## config.mk

```make
export PLATFORM = sky130hd
export DESIGN_NAME = wb_arbiter
export DESIGN_NICKNAME = d
export VERILOG_FILES = /design/src/rtl/wb_arbiter_pkg.sv /design/src/rtl/wb_scoreboard.sv /design/src/rtl/wb_arbiter.sv
export SDC_FILE = /design/constraint.sdc
export NUM_CORES = 1
export LEC_CHECK = 0
export ABC_CLOCK_PERIOD_IN_PS = 5400
export CORE_MARGIN = 4
export CORE_UTILIZATION = 30
export CTS_CLUSTER_SIZE = 30
export DETAILED_ROUTE_END_ITERATION = 8
export MAX_ROUTING_LAYER = met4
export PLACE_DENSITY = 0.65
export SYNTH_ARGS = -nofsm -noshare
export SYNTH_HDL_FRONTEND = slang
export SYNTH_HIERARCHICAL = 1
export SYNTH_SLANG_ARGS = --single-unit
```

## constraint.sdc

```tcl
create_clock -name clk -period 5.4 [get_ports clk]
set_clock_uncertainty 0.15 [all_clocks]
set_input_delay 0.54 -clock clk [delete_from_list [all_inputs] [get_ports clk]]
set_output_delay 0.54 -clock clk [all_outputs]
set_load 0.01 [all_outputs]
```

## src/rtl/wb_arbiter_pkg.sv

```systemverilog
// Shared core definitions for the register-file writeback arbiter:
// register-address width, XLEN and the writeback source-select encoding.
package wb_arbiter_pkg;

    localparam int REG_AW = 5;
    localparam int XLEN   = 32;
    localparam int NREGS  = 1 << REG_AW;

    typedef enum logic [1:0] {
        SRC_NONE = 2'd0,
        SRC_PIPE = 2'd1,
        SRC_LU   = 2'd2
    } src_e;

endpackage

```

## src/rtl/wb_scoreboard.sv

```systemverilog
// Pending-write scoreboard: one bit per architectural register, set when a
// long-latency op issues and cleared when its result is written back.
module wb_scoreboard
    import wb_arbiter_pkg::*;
(
    input  logic              clk,
    input  logic              rst,
    input  logic              set_en,
    input  logic [REG_AW-1:0] set_idx,
    input  logic              clr_en,
    input  logic [REG_AW-1:0] clr_idx,
    output logic [NREGS-1:0]  pending
);

    logic [NREGS-1:0] pending_nxt;

    // Clear is applied first so a simultaneous set of the same bit wins;
    // x0 is never tracked.
    always_comb begin
        pending_nxt = pending;
        if (clr_en) pending_nxt[clr_idx] = 1'b0;
        if (set_en) pending_nxt[set_idx] = 1'b1;
        pending_nxt[0] = 1'b0;
    end

    always_ff @(posedge clk or posedge rst) begin
        if (rst) pending <= '0;
        else     pending <= pending_nxt;
    end

endmodule

```

## src/rtl/wb_arbiter.sv

```systemverilog
// Register-file writeback arbiter between the in-order pipeline and the
// long-latency unit. Define WB_STARVE_GUARD_EN to enable the LU starvation guard.
//
// LU handshake: a result transfers in a cycle where lu_valid and lu_ready are
// both high; lu_valid/lu_rd/lu_wd must stay stable until that cycle, and
// lu_ready never depends on the transfer having already happened.
module wb_arbiter
    import wb_arbiter_pkg::*;
#(
    parameter int STARVE_LIMIT = 4
) (
    input  logic              clk,
    input  logic              rst,
    input  logic              pipe_we,
    input  logic [REG_AW-1:0] pipe_rd,
    input  logic [XLEN-1:0]   pipe_wd,
    input  logic              lu_valid,
    input  logic [REG_AW-1:0] lu_rd,
    input  logic [XLEN-1:0]   lu_wd,
    output logic              lu_ready,
    input  logic              issue_valid,
    input  logic [REG_AW-1:0] issue_rd,
    output logic              issue_ready,
    input  logic [REG_AW-1:0] rs1,
    input  logic [REG_AW-1:0] rs2,
    output logic              raw_stall,
    output logic              pipe_hold,
    output logic              rf_we,
    output logic [REG_AW-1:0] rf_rd,
    output logic [XLEN-1:0]   rf_wd
);

    src_e              sel;
    logic [REG_AW-1:0] wr_rd;
    logic [XLEN-1:0]   wr_wd;
    logic              lu_xfer;
    logic              rf_lu;
    logic [NREGS-1:0]  pending;
    logic [NREGS-1:0]  byp_mask;
    logic [NREGS-1:0]  pend_eff;
    logic              sb_set;
    logic              sb_clr;

`ifdef WB_STARVE_GUARD_EN
    localparam int CW = $clog2(STARVE_LIMIT + 1);
    logic [CW-1:0] starve_cnt;

    assign pipe_hold = !rst && lu_valid && (starve_cnt == CW'(STARVE_LIMIT));

    // Never exceeds STARVE_LIMIT: at the limit pipe_hold forces the transfer.
    always_ff @(posedge clk or posedge rst) begin
        if (rst)                         starve_cnt <= '0;
        else if (!lu_valid || lu_xfer)   starve_cnt <= '0;
        else                             starve_cnt <= starve_cnt + 1'b1;
    end
`else
    localparam int unused_starve_limit = STARVE_LIMIT;
    assign pipe_hold = 1'b0;
`endif

    assign lu_ready = !rst && lu_valid && (!pipe_we || pipe_hold);
    assign lu_xfer  = lu_valid && lu_ready;

    always_comb begin
        sel   = SRC_NONE;
        wr_rd = '0;
        wr_wd = '0;
        if (pipe_we && !pipe_hold) begin
            sel   = SRC_PIPE;
            wr_rd = pipe_rd;
            wr_wd = pipe_wd;
        end else if (lu_xfer) begin
            sel   = SRC_LU;
            wr_rd = lu_rd;
            wr_wd = lu_wd;
        end
    end

    // x0 writes are accepted from either source but never reach rf_we.
    always_ff @(posedge clk or posedge rst) begin
        if (rst) begin
            rf_we <= 1'b0;
            rf_rd <= '0;
            rf_wd <= '0;
            rf_lu <= 1'b0;
        end else begin
            rf_we <= (sel != SRC_NONE) && (wr_rd != '0);
            rf_rd <= wr_rd;
            rf_wd <= wr_wd;
            rf_lu <= (sel == SRC_LU);
        end
    end

    assign sb_set = issue_valid && issue_ready && (issue_rd != '0);
    assign sb_clr = rf_we && rf_lu;

    wb_scoreboard u_sb (
        .clk     (clk),
        .rst     (rst),
        .set_en  (sb_set),
        .set_idx (issue_rd),
        .clr_en  (sb_clr),
        .clr_idx (rf_rd),
        .pending (pending)
    );

    // The LU result being written this cycle reaches readers via the
    // register file's write-through bypass, so it no longer stalls.
    assign byp_mask = sb_clr ? (NREGS'(1) << rf_rd) : '0;
    assign pend_eff = pending & ~byp_mask;

    assign issue_ready = rst || !pending[issue_rd];
    assign raw_stall   = !rst && (((rs1 != '0) && pend_eff[rs1]) ||
                                  ((rs2 != '0) && pend_eff[rs2]) ||
                                  (pipe_we && pend_eff[pipe_rd]));

endmodule
```

==> flow_summary.toml <==
[status]
status = "finished clean"

[place]
gp_congestion = 0.931
io_buffer_count = 134
post_dp_cell_area_mm2 = 0.00564
dp_hpwl_um = 11500

[drt]
viasPerCell = 5.86
wirelength_um = 15300
wl_met3_um = 1260
ant_nets = 0
wl_met2_um = 7470
wl_met1_um = 6240
wl_per_cell_um = 22.1
drc = 0
dr.pass1.iters = 5
drtIter0Drc = 248
maxUsedRoutingLayer = "met4"
vias = 4063

[cts]
post_cts_resized = 0
clock_path_buffers = 2
cts_buffers = 9
cts_tree = "done"
holdBufCountCts = 0
cts-htree-levels = 3
clock-sinks = 70
clk_latency_ns = 0.34
post_cts_buffers = 0
path_clk_slew_ns = 0.06
root_buffer = "clkbuf_16"

[synth]
synth_cell_type_count = 54
synth_edf_count = 0
syn_area_per_cell_um2 = 10.8
ys_async_sr_fraction_pct = 100
synthFlopType = "dfrtp_1"
syn-instance-count = 383
ys_ff_latch = 70
synth_area_mm2 = 0.00415
yosysSeqAreaShare_pct = 42.2
yosys_warnings = 6
synth_fp_nets = 477

[hold_path]
hold_class = "register to register"

[final_layout]
area_growth_pct = 43.6
design_area_mm2 = 0.00596
ff_latch_area_mm2 = 0.00175
nets = 606
drive_gt1_share_pct = 10.6
final_common_cell = "clkdlybuf4s50_1"
multi_input_area_mm2 = 0.00227
layout.filler_cells = 1252
diodes = 0
layout_common_cells = "clkdlybuf4s50_1 (134), dfrtp_1 (70), o21ai_0 (58)"

[sta]
tightest_slew_ns = 1.14
final-max-slew-violation-count = 0
post-route-period-util_pct = 79.7
relSlewSlack_pct = 24.0
rsz0062_at_grt = "no"
max_freq_mhz = 232
min_period_ns = 4.30
finalSetupTns_ns = 0
hold_violations = 0
setup_viol_count_final = 0

[job]
maxCapViolations = 0

[power]
total_power_mw = 1.61
peakVddDrop_uv = 171
p_leak_nw = 2.18
cellPowerDensity_mw_per_mm2 = 270

[critical_path]
cp.required_ns = 4.71
worstSetupPathType = "register to primary output"
path_max_fanout = 17
end_kind = "primary output"
cp_data_arrival_time_ns = 3.61
startpoint_type = "register"

[die]
ioPinCount = 136
die_y_um = 126
dieArea_mm2 = 0.0158
core-area_mm2 = 0.0134
num_rows = 42
die_w_um = 126
start_util_pct = 31.0

[global_route]
grt_pass1_wl_um = 23400
grt_pass1_vias = 4043
antenna_found_initial = 0
grt_usage_pct = 19.4
grt.overflow.total = 0
grt_max_degree = 41
[through the flow]
step           setup slack [ns]  hold WS [ns]  instances  util (%)
6_report                   1.10         0.379        693      44.5
5_1_grt                    1.03         0.411        693      44.5
4_1_cts                    1.17         0.384        693      44.5
3_5_place_dp               1.29         0.376        677      42.1
3_3_place_gp               1.33         0.373        677      42.1
2_1_floorplan              2.22         0.323        383         -
[per-layer routing]
layer,GRT usage [%],vias to the layer above
met5,-,-
met2,30.0,224
met3,4.70,35
met1,25.4,2016
met4,6.25,0
li1,-,1788
[worst max-delay path, cell delays in order (launching register included)]
cell	delay, ns
dfrtp_1	0.74
nand3_1	0.27
o21ai_0	0.52
mux4_2	0.35
nor2_1	0.04
or3_1	0.37
nor4_1	0.29
a41oi_1	0.17
clkdlybuf4s50_1	0.52
[logic make-up after synthesis]
group / after synthesis / share of synthesized area (%)
AO/OA/AOI/OAI: 160 / 24.6
buffers and inverters: 28 / 3.13
flip-flops: 70 / 42.2
multiplexers: 38 / 15.8
other: 2 / 0.181
AND/OR/NAND/NOR: 85 / 14.1
[area by class of cell]
| cell class | count | share of cell area (%) |
|---|---|---|
| Clock buffer | 10 | 3.84 |
| Clock inverter | 6 | 1.45 |
| Inverter | 9 | 0.567 |
| Multi-Input combinational cell | 285 | 38.2 |
| Sequential cell | 70 | 29.4 |
| Tap cell | 176 | 3.70 |
| Timing Repair Buffer | 137 | 22.9 |
[worst paths after layout]
path,from,end,slack [ns],cells past startpoint
setup / recovery,rf_rd[2],raw_stall,1.10,8
hold / removal,u_sb/pending[20],u_sb/pending[20],0.38,2
setup reg to reg,u_sb/pending[26],u_sb/pending[12],2.47,7
hold reg to reg,u_sb/pending[20],u_sb/pending[20],0.38,2
max in group asynchronous,rst,u_sb/pending[15],3.45,2
min in group asynchronous,rst,rf_rd[0],0.84,3
[registers in the layout, indices dropped and copies added, names as in the netlist]
signal        cells
u_sb/pending     31
rf_wd            32
rf_we             1
rf_rd             5
rf_lu             1
[synthesized netlist by cell type, drive strengths merged (5+ instances only)]
library cell  instances  area share [%]
a22o                 37             7.8
nor2                  9            0.99
nand2                 7            0.63
clkbuf                8            0.81
nand3b               15             2.7
o21ai                97              12
nor3b                 5            0.90
buf                  11             1.5
mux2i                15             3.6
mux4                 21              12
nand3                14             1.7
nand4                 5             1.1
or3                   5            0.78
o211ai                6             1.1
or3b                 10             2.5
dfrtp                70              42
inv                   9            0.81
[where the power goes]
| part | leakage, nW | switching [mW] | total [mW] | internal, mW |
|---|---|---|---|---|
| logic | 1.24 | 0.164 | 0.361 | 0.197 |
| registers | 0.783 | 0.0518 | 0.623 | 0.571 |
| clock network | 0.152 | 0.222 | 0.626 | 0.403 |
Power figures use the tool's default switching activity.
